--- src/rtl/fpadd_pkg.sv ---
// Shared definitions for the shared floating-point adder controller.
//   DW      : operand / result width (IEEE-754 single)
//   LATENCY : external adder latency in clock edges
//   ID_W    : requester identifier width
//   tag_t   : per-stage ownership tag travelling alongside the adder pipeline
package fpadd_pkg;
    localparam int DW      = 32;
    localparam int LATENCY = 7;
    localparam int ID_W    = 1;

    typedef struct packed {
        logic            v;
        logic [ID_W-1:0] id;
    } tag_t;
endpackage

--- src/rtl/fpadd_rsp_fifo.sv ---
// Synchronous response FIFO, DEPTH x DW, asynchronous active-low clear.
//   push/din  : write an entry (ignored when full)
//   pop/dout  : dout shows the head; pop removes it (ignored when empty)
//   empty/full/count : occupancy status, count is one bit wider than the pointers
// A push is visible on dout no earlier than the cycle after it is written.
module fpadd_rsp_fifo #(
    parameter int DW    = 32,
    parameter int DEPTH = 8,
    localparam int AW   = $clog2(DEPTH)
) (
    input  logic          clk,
    input  logic          clear_n,
    input  logic          push,
    input  logic [DW-1:0] din,
    input  logic          pop,
    output logic [DW-1:0] dout,
    output logic          empty,
    output logic          full,
    output logic [AW:0]   count
);
    localparam logic [AW:0] FULL_CNT = (AW+1)'(DEPTH);

    logic [DW-1:0] mem_q [DEPTH];
    logic [AW-1:0] wr_ptr_q;
    logic [AW-1:0] rd_ptr_q;
    logic [AW:0]   count_q;
    logic          do_push_s;
    logic          do_pop_s;

    assign do_push_s = push && (count_q != FULL_CNT);
    assign do_pop_s  = pop && (count_q != '0);

    // Pointer and occupancy bookkeeping; pointers wrap naturally since DEPTH is a power of two.
    always_ff @(posedge clk or negedge clear_n) begin
        if (!clear_n) begin
            wr_ptr_q <= '0;
            rd_ptr_q <= '0;
            count_q  <= '0;
        end else begin
            if (do_push_s) wr_ptr_q <= wr_ptr_q + 1'b1;
            if (do_pop_s)  rd_ptr_q <= rd_ptr_q + 1'b1;
            case ({do_push_s, do_pop_s})
                2'b10:   count_q <= count_q + 1'b1;
                2'b01:   count_q <= count_q - 1'b1;
                default: count_q <= count_q;
            endcase
        end
    end

    // Storage array; contents need no reset because occupancy gates visibility.
    always_ff @(posedge clk) begin
        if (do_push_s) mem_q[wr_ptr_q] <= din;
    end

    assign dout  = mem_q[rd_ptr_q];
    assign empty = (count_q == '0);
    assign full  = (count_q == FULL_CNT);
    assign count = count_q;
endmodule

// Checker: a push into a full FIFO means the credit accounting is broken.
module fpadd_rsp_fifo_chk (
    input logic clk,
    input logic clear_n,
    input logic push,
    input logic full
);
    a_no_push_when_full: assert property (@(posedge clk) disable iff (!clear_n) !(push && full));
endmodule

--- src/rtl/fpadd_share_ctrl.sv ---
// Shares one external pipelined FP adder between two requesters.
//   req0_*/req1_* : operand pairs in, valid/ready handshake (ready = grant)
//   add_a/add_b   : operands to the adder (0 when nothing is granted)
//   add_res       : adder sum, aligned with the last tag pipeline stage
//   rsp0_*/rsp1_* : per-requester result FIFOs, valid/ready handshake
//   busy          : any tagged operation in flight or any FIFO non-empty
// Credits (in-flight + queued per requester) stop issue once the requester's FIFO
// could not absorb every outstanding result, so a result is never dropped.
module fpadd_share_ctrl #(
    parameter int LATENCY = fpadd_pkg::LATENCY,
    parameter int DW      = fpadd_pkg::DW,
    parameter int DEPTH   = 8
) (
    input  logic          clk,
    input  logic          clear_n,
    input  logic          req0_valid,
    output logic          req0_ready,
    input  logic [DW-1:0] req0_a,
    input  logic [DW-1:0] req0_b,
    input  logic          req1_valid,
    output logic          req1_ready,
    input  logic [DW-1:0] req1_a,
    input  logic [DW-1:0] req1_b,
    output logic [DW-1:0] add_a,
    output logic [DW-1:0] add_b,
    input  logic [DW-1:0] add_res,
    output logic          rsp0_valid,
    input  logic          rsp0_ready,
    output logic [DW-1:0] rsp0_data,
    output logic          rsp1_valid,
    input  logic          rsp1_ready,
    output logic [DW-1:0] rsp1_data,
    output logic          busy
);
    import fpadd_pkg::*;

    localparam int CW = $clog2(DEPTH + 1);
    localparam int AW = $clog2(DEPTH);
    localparam logic [CW-1:0] CNT_MAX = CW'(DEPTH);

    logic [CW-1:0]   cnt0_q, cnt0_d, cnt1_q, cnt1_d;
    logic            last_q, last_d;   // id of the most recent grant
    tag_t            tag_q [LATENCY];
    logic            elig0_s, elig1_s, grant0_s, grant1_s, grant_any_s;
    logic [ID_W-1:0] gid_s;
    logic            rsp0_hs_s, rsp1_hs_s, push0_s, push1_s;
    logic            empty0_s, empty1_s, full0_s, full1_s;
    logic [AW:0]     count0_s, count1_s;
    logic [DW-1:0]   dout0_s, dout1_s;

    function automatic logic [CW-1:0] cnt_next(input logic [CW-1:0] c, input logic inc,
                                               input logic dec);
        logic [CW-1:0] r;
        case ({inc, dec})
            2'b10:   r = c + 1'b1;
            2'b01:   r = c - 1'b1;
            default: r = c;
        endcase
        return r;
    endfunction

    // Eligibility, round-robin grant and operand steering. Grants are gated by
    // clear_n so every output holds its reset value while reset is asserted.
    always_comb begin
        elig0_s  = clear_n && req0_valid && (cnt0_q < CNT_MAX);
        elig1_s  = clear_n && req1_valid && (cnt1_q < CNT_MAX);
        grant0_s = 1'b0;
        grant1_s = 1'b0;
        if (elig0_s && elig1_s) begin
            if (last_q) grant0_s = 1'b1;
            else        grant1_s = 1'b1;
        end else begin
            grant0_s = elig0_s;
            grant1_s = elig1_s;
        end
        grant_any_s = grant0_s || grant1_s;
        gid_s       = grant1_s;
        last_d      = grant_any_s ? grant1_s : last_q;
        if (grant1_s) begin
            add_a = req1_a;
            add_b = req1_b;
        end else if (grant0_s) begin
            add_a = req0_a;
            add_b = req0_b;
        end else begin
            add_a = '0;
            add_b = '0;
        end
    end

    // Credit updates and result steering from the stage aligned with add_res.
    always_comb begin
        rsp0_hs_s = !empty0_s && rsp0_ready;
        rsp1_hs_s = !empty1_s && rsp1_ready;
        cnt0_d    = cnt_next(cnt0_q, grant0_s, rsp0_hs_s);
        cnt1_d    = cnt_next(cnt1_q, grant1_s, rsp1_hs_s);
        push0_s   = tag_q[LATENCY-1].v && (tag_q[LATENCY-1].id == 1'b0);
        push1_s   = tag_q[LATENCY-1].v && (tag_q[LATENCY-1].id == 1'b1);
    end

    // Credit counters, round-robin pointer and the ownership tag shift register.
    always_ff @(posedge clk or negedge clear_n) begin
        if (!clear_n) begin
            cnt0_q <= '0;
            cnt1_q <= '0;
            last_q <= 1'b1;
            for (int i = 0; i < LATENCY; i++) tag_q[i] <= '0;
        end else begin
            cnt0_q   <= cnt0_d;
            cnt1_q   <= cnt1_d;
            last_q   <= last_d;
            tag_q[0] <= '{v: grant_any_s, id: gid_s};
            for (int i = 1; i < LATENCY; i++) tag_q[i] <= tag_q[i-1];
        end
    end

    fpadd_rsp_fifo #(.DW(DW), .DEPTH(DEPTH)) u_fifo0 (
        .clk(clk), .clear_n(clear_n), .push(push0_s), .din(add_res), .pop(rsp0_hs_s),
        .dout(dout0_s), .empty(empty0_s), .full(full0_s), .count(count0_s)
    );

    fpadd_rsp_fifo #(.DW(DW), .DEPTH(DEPTH)) u_fifo1 (
        .clk(clk), .clear_n(clear_n), .push(push1_s), .din(add_res), .pop(rsp1_hs_s),
        .dout(dout1_s), .empty(empty1_s), .full(full1_s), .count(count1_s)
    );

    fpadd_rsp_fifo_chk u_chk0 (.clk(clk), .clear_n(clear_n), .push(push0_s), .full(full0_s));
    fpadd_rsp_fifo_chk u_chk1 (.clk(clk), .clear_n(clear_n), .push(push1_s), .full(full1_s));

    // Busy comes only from registered state: tag valids and FIFO occupancy.
    always_comb begin
        busy = (count0_s != '0) || (count1_s != '0);
        for (int i = 0; i < LATENCY; i++) busy = busy | tag_q[i].v;
    end

    assign req0_ready = grant0_s;
    assign req1_ready = grant1_s;
    assign rsp0_valid = !empty0_s;
    assign rsp1_valid = !empty1_s;
    assign rsp0_data  = dout0_s;
    assign rsp1_data  = dout1_s;
endmodule

--- config.mk ---
export PLATFORM = sky130hd
export DESIGN_NAME = fpadd_share_ctrl
export DESIGN_NICKNAME = d
export VERILOG_FILES = /design/src/rtl/fpadd_pkg.sv /design/src/rtl/fpadd_rsp_fifo.sv /design/src/rtl/fpadd_share_ctrl.sv
export SDC_FILE = /design/constraint.sdc
export NUM_CORES = 1
export LEC_CHECK = 0
export CORE_MARGIN = 2
export CORE_UTILIZATION = 25
export DETAILED_ROUTE_END_ITERATION = 10
export PLACE_DENSITY = 0.44
export SLEW_MARGIN = 10
export SYNTH_ARGS = -nofsm -noshare
export SYNTH_HDL_FRONTEND = slang
export SYNTH_SLANG_ARGS = --single-unit
--- constraint.sdc ---
create_clock -name clk -period 6 [get_ports clk]
set_input_delay 0.9 -clock clk [delete_from_list [all_inputs] [get_ports clk]]
set_output_delay 0.9 -clock clk [all_outputs]
set_load 0.01 [all_outputs]
==> out/summary.md, run 1 <==
## Status
* **status** completed

## Floorplan
* **die footprint** 90620 um^2
* **std cell rows** 108
* **io pins** 299
* **Initial Util** 25.31%
* **Std-Cell Core Area** 87160 um^2
* **DIE WIDTH** 301.0 um
* **overall die height** 301.0 um

## Logic synthesis
* **Yosys reg bits** 555
* **number of flops mapped to enable cells by yosys** 512
* **cell count after synthesis** 1035
* **syn avg cell area** 21.31 um^2
* **Syn Std Cell Area** 22060 um^2
* **number of distinct library cells after synthesis** 44
* **Synthesized Nets** 1216
* **Main synth FF type** edfxtp_1
* **FFs w/ async S/R, synth** 7.748%
* **register area share after synthesis** 74.59%
* **Yosys warnings** 0

## Worst hold path
* **WHS Endpoint** tag_q[2]$_DFF_PN0_
* **instance count along the most critical hold path** 0
* **Hold Path Class** reg2reg
* **start point of the worst hold path** tag_q[4]$_DFF_PN0_

## CTS
* **clock latency at the later pin of the worst-skew pair** 620 ps
* **clock slew seen by the registers of the worst setup and hold paths** 60 ps
* **Max clock buf depth** 3
* **count of hold-fix buffers inserted at cts** 0
* **number of H-tree levels** 2
* **clock sink total** 555
* **CTS tree** done
* **TritonCTS Buffers** 61
* **Post-CTS Setup Inserts** 0
* **Post-CTS Resized** 0
* **clock root buffer master** clkbuf_16

## STA
* **Fin Clk Skew** 30.07 ps
* **Worst slew margin** 25.91%
* **setup TNS after final layout** 0 ps
* **minimum clock period after layout** 4196 ps
* **final count of negative-setup-slack endpoints** 0
* **smallest hold slack** 343.8 ps
* **highest achievable clock rate** 238.3 MHz
* **count of endpoints failing hold in the final timing report** 0
* **total count of max-transition violations in the final report** 0
* **setup repair after global routing missed its margin** false
* **pin slew with the least headroom to its limit** 1111 ps
* **Period Utilization, post-route** 69.93%

## Run
* **number of maximum-capacitance violations** 0

## Global route
* **via count of the first global-routing pass** 12817
* **initial antenna violation count** 12
* **maximum number of pins on one net before global-route repair** 68
* **global-route wire length before repair** 85.83 mm
* **grt total ovfl** 0
* **gr usage total** 13.05%

## Setup path
* **endpoint kind of the worst setup timing path** output pin
* **Critical Path Fanout Max** 36
* **arrival time reported for the critical path endpoint** 3300 ps
* **worst setup path class** reg2out
* **startpoint type of the worst setup path** flip-flop
* **Worst EP required** 5100 ps
* **depth of the worst register-to-register path** 9
* **Crit Reg-Reg Startpoint** cnt1_q[3]$_DFFE_PN0P_
* **FF-to-FF setup slack** 2690 ps
* **endpoint of the worst-slack reg-to-reg timing path** cnt0_q[2]$_DFFE_PN0P_

## Place
* **weighted congestion reported at the end of routability-driven placement** 1.079
* **sum of net half-perimeters after detailed placement** 36.47 mm
* **placed cell areas** 26600 um^2
* **count of buffers from port buffering** 298

## Pwr
* **maximum VDD drop** 0.2698 mV
* **power density relative to cell area** 438.3 nW/um^2
* **leakage power summed over all cells** 0.009167 uW

## Detailed routing
* **Vias/cell** 4.432
* **iteration-0 DRC count of the detailed router** 586
* **via count** 11422
* **length of the first detailed-routing pass in iterations** 4
* **count of nets left with antenna violations after detail routing** 0
* **post-DR wirelength/cell** 22.86 um
* **Total Wirelength** 58.90 mm
* **DRC violation count after routing** 0

## Finish
* **final design instance area without fill** 28670 um^2
* **number of nets in the layout** 1545
* **most common cell after layout, fill and taps aside** edfxtp_1
* **layout cells sized above 1** 24.26%
* **layout overhead on the synthesized area** 29.99%
* **most frequent cells in the layout** edfxtp_1, clkdlybuf4s50_1, mux4_2

-- metal layers --
metal	wire length (um)	track usage [%]	vias up
met5	26	0	-
met4	2139	4.821	6
met3	3252	2.807	95
met2	30820	23.70	369
met1	22670	15.02	5960
li1	-	-	4992
-- critical path, cell delays in order, from the launching register on --
cell and delay [ps]:
dfrtp_4 950, buf_12 330, mux4_2 540, mux2_2 340
clkdlybuf4s50_1 510
-- layout make-up --
cell class                 instances  area (um^2)
timing repair buffer             326         3213
fill                            8342        58490
multi-input combinational        415         5455
inverter                           5        18.77
tap                             1155         1445
clock inverter                    34        406.6
sequential                       555        16460
clock buffer                      79         1647
antenna                            8        20.02
-- flip-flops by register name, summed over array words and instances (netlist names) --
signal / count
u_fifo1.count: 4
u_fifo1.rd_ptr_q: 3
last_q: 1
cnt1_q: 4
u_fifo0.wr_ptr_q: 3
tag_q: 14
u_fifo0.mem_q: 256
u_fifo1.mem_q: 256
u_fifo0.rd_ptr_q: 3
u_fifo0.count: 4
u_fifo1.wr_ptr_q: 3
cnt0_q: 4
-- metrics by stage --
step	total power [uW]	utilization (%)	setup WS [ps]	cells
after floorplan	7141	-	2171	1035
after global placement	8955	30.52	1807	2456
after detailed placement	8985	30.52	1740	2456
after CTS	12870	32.87	1610	2569
after global routing	13230	32.89	1565	2577
final	12570	32.89	1804	2577
-- worst max-delay path by stage --
stage | from | to | cells after the start
after global routing | u_fifo1.rd_ptr_q[0]$_DFFE_PN0P_ | rsp1_data[5] | 4
final | u_fifo0.rd_ptr_q[0]$_DFFE_PN0P_ | rsp0_data[27] | 4
after floorplan | u_fifo0.count[0]$_DFFE_PN0P_ | u_fifo0.mem_q[1][0]$_DFFE_PP_ | 5
after CTS | u_fifo1.rd_ptr_q[0]$_DFFE_PN0P_ | rsp1_data[8] | 4
after global placement | req1_valid | cnt0_q[2]$_DFFE_PN0P_ | 10
after detailed placement | req1_valid | cnt0_q[2]$_DFFE_PN0P_ | 10
-- report_power, final --
group	switching, uW	internal, uW	total [uW]
Combinational	1690	2190	3880
Sequential	377	4510	4880
Clock	1500	2310	3810
Total	3560	9000	12600
-- synthesized netlist by cell type (2+ instances only) --
master / number / area share (%)
buf_2: 15 / 0.34
mux4_2: 128 / 13
buf_1: 12 / 0.20
nand2_1: 13 / 0.22
xnor2_1: 9 / 0.36
and3b_1: 2 / 0.079
and2_1: 3 / 0.085
inv_1: 5 / 0.085
nor4bb_1: 2 / 0.091
dfrtp_1: 42 / 4.8
clkbuf_1: 31 / 0.53
a22o_1: 64 / 2.5
o21a_1: 2 / 0.068
nand2b_1: 12 / 0.34
a311oi_1: 2 / 0.079
ha_1: 15 / 0.85
buf_6: 2 / 0.10
nor2_1: 18 / 0.31
mux2_2: 72 / 3.7
nor2b_1: 4 / 0.11
nor3b_1: 5 / 0.17
o41a_1: 2 / 0.10
a21oi_1: 10 / 0.23
edfxtp_1: 512 / 70
xor2_1: 16 / 0.64
nand3_1: 2 / 0.045
nand3b_1: 3 / 0.10
o21ai_0: 5 / 0.11
nor3_1: 12 / 0.27
-- cell families (layout without fill, tap and decap cells) --
logic type | count (synthesis) | count (layout) | synth area share [%]
xor gates and xnor gates | 25 | 25 | 0.9927
DFF | 555 | 555 | 74.59
buffers and inverters | 65 | 444 | 1.259
other | 0 | 8 | 0
adders and majority gates | 15 | 15 | 0.8509
muxes | 201 | 201 | 16.79
and+or+nand+nor | 81 | 81 | 2.020
AOI/OAI and AO/OA | 93 | 93 | 3.494
Note: power is estimated with default switching activity, not from simulation.
==> inputs of run 2 (changes only) <==
Settings changed: PLACE_DENSITY 0.44 to 0.45.
Clock period 6 ns to 3.45 ns, I/O delays scaled along.
==> out/summary.md, run 2 (synthesized netlist as in run 1, its figures left out) <==
## Global route
* **gr usage total** 13.52%, was 13.05%
* **maximum number of pins on one net before global-route repair** 67, was 68
* **initial antenna violation count** 7, was 12
* **global-route wire length before repair** 88.15 mm, was 85.83 mm
* **met3 GRT Util** 3.903%, was 2.807%
* **most crowded layer after global routing** met2, unchanged
* **met2 track utilization from global routing** 24.47%, was 23.70%
* **grt total ovfl** 0, unchanged
* **via count of the first global-routing pass** 12748, was 12817
* **met1 Track Usage GR** 15.11%, was 15.02%

## Finish
* **non-filler cells in the finished layout** 2601, was 2577
* **Layout fillers** 8344, was 8342
* **layout overhead on the synthesized area** 31.40%, was 29.99%
* **layout cells sized above 1** 25.47%, was 24.26%
* **Largest regs** u_fifo0.mem_q x256, u_fifo1.mem_q x256, tag_q x14, unchanged
* **number of nets in the layout** 1572, was 1545
* **most frequent cells in the layout** edfxtp_1, clkdlybuf4s50_1, mux4_2, unchanged
* **most common cell after layout, fill and taps aside** edfxtp_1, unchanged

## Pwr
* **leakage power summed over all cells** 0.009313 uW, was 0.009167 uW
* **maximum VDD drop** 0.3267 mV, was 0.2698 mV
* **power density relative to cell area** 752.1 nW/um^2, was 438.3 nW/um^2

## STA
* **pin slew with the least headroom to its limit** 705.2 ps, was 1111 ps
* **minimum clock period after layout** 3325 ps
* **setup repair after global routing missed its margin** false, unchanged
* **Worst slew margin** 52.99%, was 25.91%
* **Final Worst Setup Slack** 125.1 ps, was 1804 ps
* **total count of max-transition violations in the final report** 0, unchanged
* **count of endpoints failing hold in the final timing report** 0, unchanged
* **final count of negative-setup-slack endpoints** 0, unchanged
* **Fin Clk Skew** 13.14 ps, was 30.07 ps
* **Period Utilization, post-route** 96.37%
* **setup TNS after final layout** 0 ps, unchanged
* **highest achievable clock rate** 300.8 MHz

## Setup path
* **worst setup path class** reg2out, unchanged
* **Worst EP required** 2930 ps, was 5100 ps
* **startpoint type of the worst setup path** flip-flop, unchanged
* **Crit Reg-Reg Startpoint** u_fifo1.count[2]$_DFFE_PN0P_, was cnt1_q[3]$_DFFE_PN0P_
* **depth of the worst register-to-register path** 9, unchanged
* **ordered cell list for the critical path** buf_16 -> mux4_2 -> mux2_2 -> clkdlybuf4s50_1, was buf_12 -> mux4_2 -> mux2_2 -> clkdlybuf4s50_1
* **capture point of the critical path** rsp0_data[0], was rsp0_data[27]
* **Crit path buffers/inverters** 2, unchanged
* **Crit path max-delay family** buffers and inverters, was flip-flops
* **logic depth of the worst setup path including buffers** 4, unchanged
* **peak per-stage delay on the critical path** 580 ps, was 950 ps
* **endpoint of the worst-slack reg-to-reg timing path** u_fifo1.count[2]$_DFFE_PN0P_, was cnt0_q[2]$_DFFE_PN0P_
* **slowest cell on the critical path** clkdlybuf4s50_1, was dfrtp_4
* **FF-to-FF setup slack** 790 ps, was 2690 ps
* **arrival time reported for the critical path endpoint** 2810 ps, was 3300 ps
* **Critical Path Fanout Max** 38, was 36
* **launch point of the worst path** u_fifo0.rd_ptr_q[0]$_DFFE_PN0P_, unchanged
* **endpoint kind of the worst setup timing path** output pin, unchanged

## Detailed routing
* **via count** 11472, was 11422
* **length of the first detailed-routing pass in iterations** 6, was 4
* **DRC violation count after routing** 0, unchanged
* **post-DR wirelength/cell** 23.52 um, was 22.86 um
* **iteration-0 DRC count of the detailed router** 667, was 586
* **Total Wirelength** 61.17 mm, was 58.90 mm
* **Vias/cell** 4.411, was 4.432
* **count of nets left with antenna violations after detail routing** 0, unchanged

## CTS
* **clock sink total** 555, unchanged
* **CTS tree** done, unchanged
* **TritonCTS Buffers** 61, unchanged
* **number of H-tree levels** 2, unchanged
* **Max clock buf depth** 3, unchanged
* **clock slew seen by the registers of the worst setup and hold paths** 60 ps, about the same
* **clock root buffer master** clkbuf_16, unchanged
* **clock latency at the later pin of the worst-skew pair** 610 ps, was 620 ps

## Floorplan
* **overall die height** 301.0 um, unchanged
* **std cell rows** 108, unchanged
* **io pins** 299, unchanged
* **DIE WIDTH** 301.0 um, unchanged
* **Initial Util** 25.31%, unchanged
* **Std-Cell Core Area** 87160 um^2, unchanged
* **die footprint** 90620 um^2, unchanged

## Place
* **Setup WS pre-CTS** 317.7 ps, was 1740 ps
* **count of buffers from port buffering** 298, unchanged
* **weighted congestion reported at the end of routability-driven placement** 0.9508, was 1.079
* **Inst Count DP** 2480, was 2456
* **sum of net half-perimeters after detailed placement** 40.70 mm, was 36.47 mm

## Worst hold path
* **Hold Path Class** in2async, was reg2reg

## Run
* **number of maximum-capacitance violations** 0, unchanged

## Status
* **status** completed, unchanged

## run 2: where the power goes
group          leakage (uW)  internal (uW)  switching (uW)
Combinational       0.00324           4010            3160
Clock              0.000942           3670            2600
Sequential          0.00513           7840             513
## run 2: final cells by class
cell class,instances,area [um^2],share of cell area [%]
sequential,555,16460,56.81
clock inverter,37,329.1,1.135
multi-input combinational,415,5480,18.91
timing repair buffer,353,3617,12.48
inverter,5,18.77,0.06476
tap,1155,1445,4.986
antenna,5,12.51,0.04317
clock buffer,76,1614,5.569
## run 2: metrics by stage
stage,power [uW],util [%],cell area [um^2],hold WS (ps)
after detailed placement,15860,30.97,26990,336.3
after CTS,22310,33.23,28970,49.08
after global placement,15820,30.97,26990,334.8
after floorplan,12420,-,22080,221.9
after global routing,22930,33.25,28980,97.53
final,21800,33.25,28980,59.70
## run 2: timing repair
item,4_1_cts,5_1_grt
endpoints found under the setup margin,26,1
cloned,0,0
hold buffers,0,0
buffers inserted,3,0
gates resized for setup,2,1
## run 2: worst min-delay path by stage
stage | from | end | cells past startpoint
after floorplan | clear_n | cnt0_q[0]$_DFFE_PN0P_ | 0
after global placement | tag_q[10]$_DFF_PN0_ | tag_q[8]$_DFF_PN0_ | 0
after detailed placement | tag_q[8]$_DFF_PN0_ | tag_q[6]$_DFF_PN0_ | 0
after CTS | clear_n | tag_q[0]$_DFF_PN0_ | 2
after global routing | clear_n | tag_q[12]$_DFF_PN0_ | 2
final | clear_n | tag_q[12]$_DFF_PN0_ | 2
## run 2: metal layers
| metal | vias to the layer above | wire length, um |
|---|---|---|
| li1 | 5041 | - |
| met1 | 5974 | 23280 |
| met2 | 366 | 31790 |
| met3 | 85 | 4059 |
| met4 | 6 | 2001 |
| met5 | - | 43 |
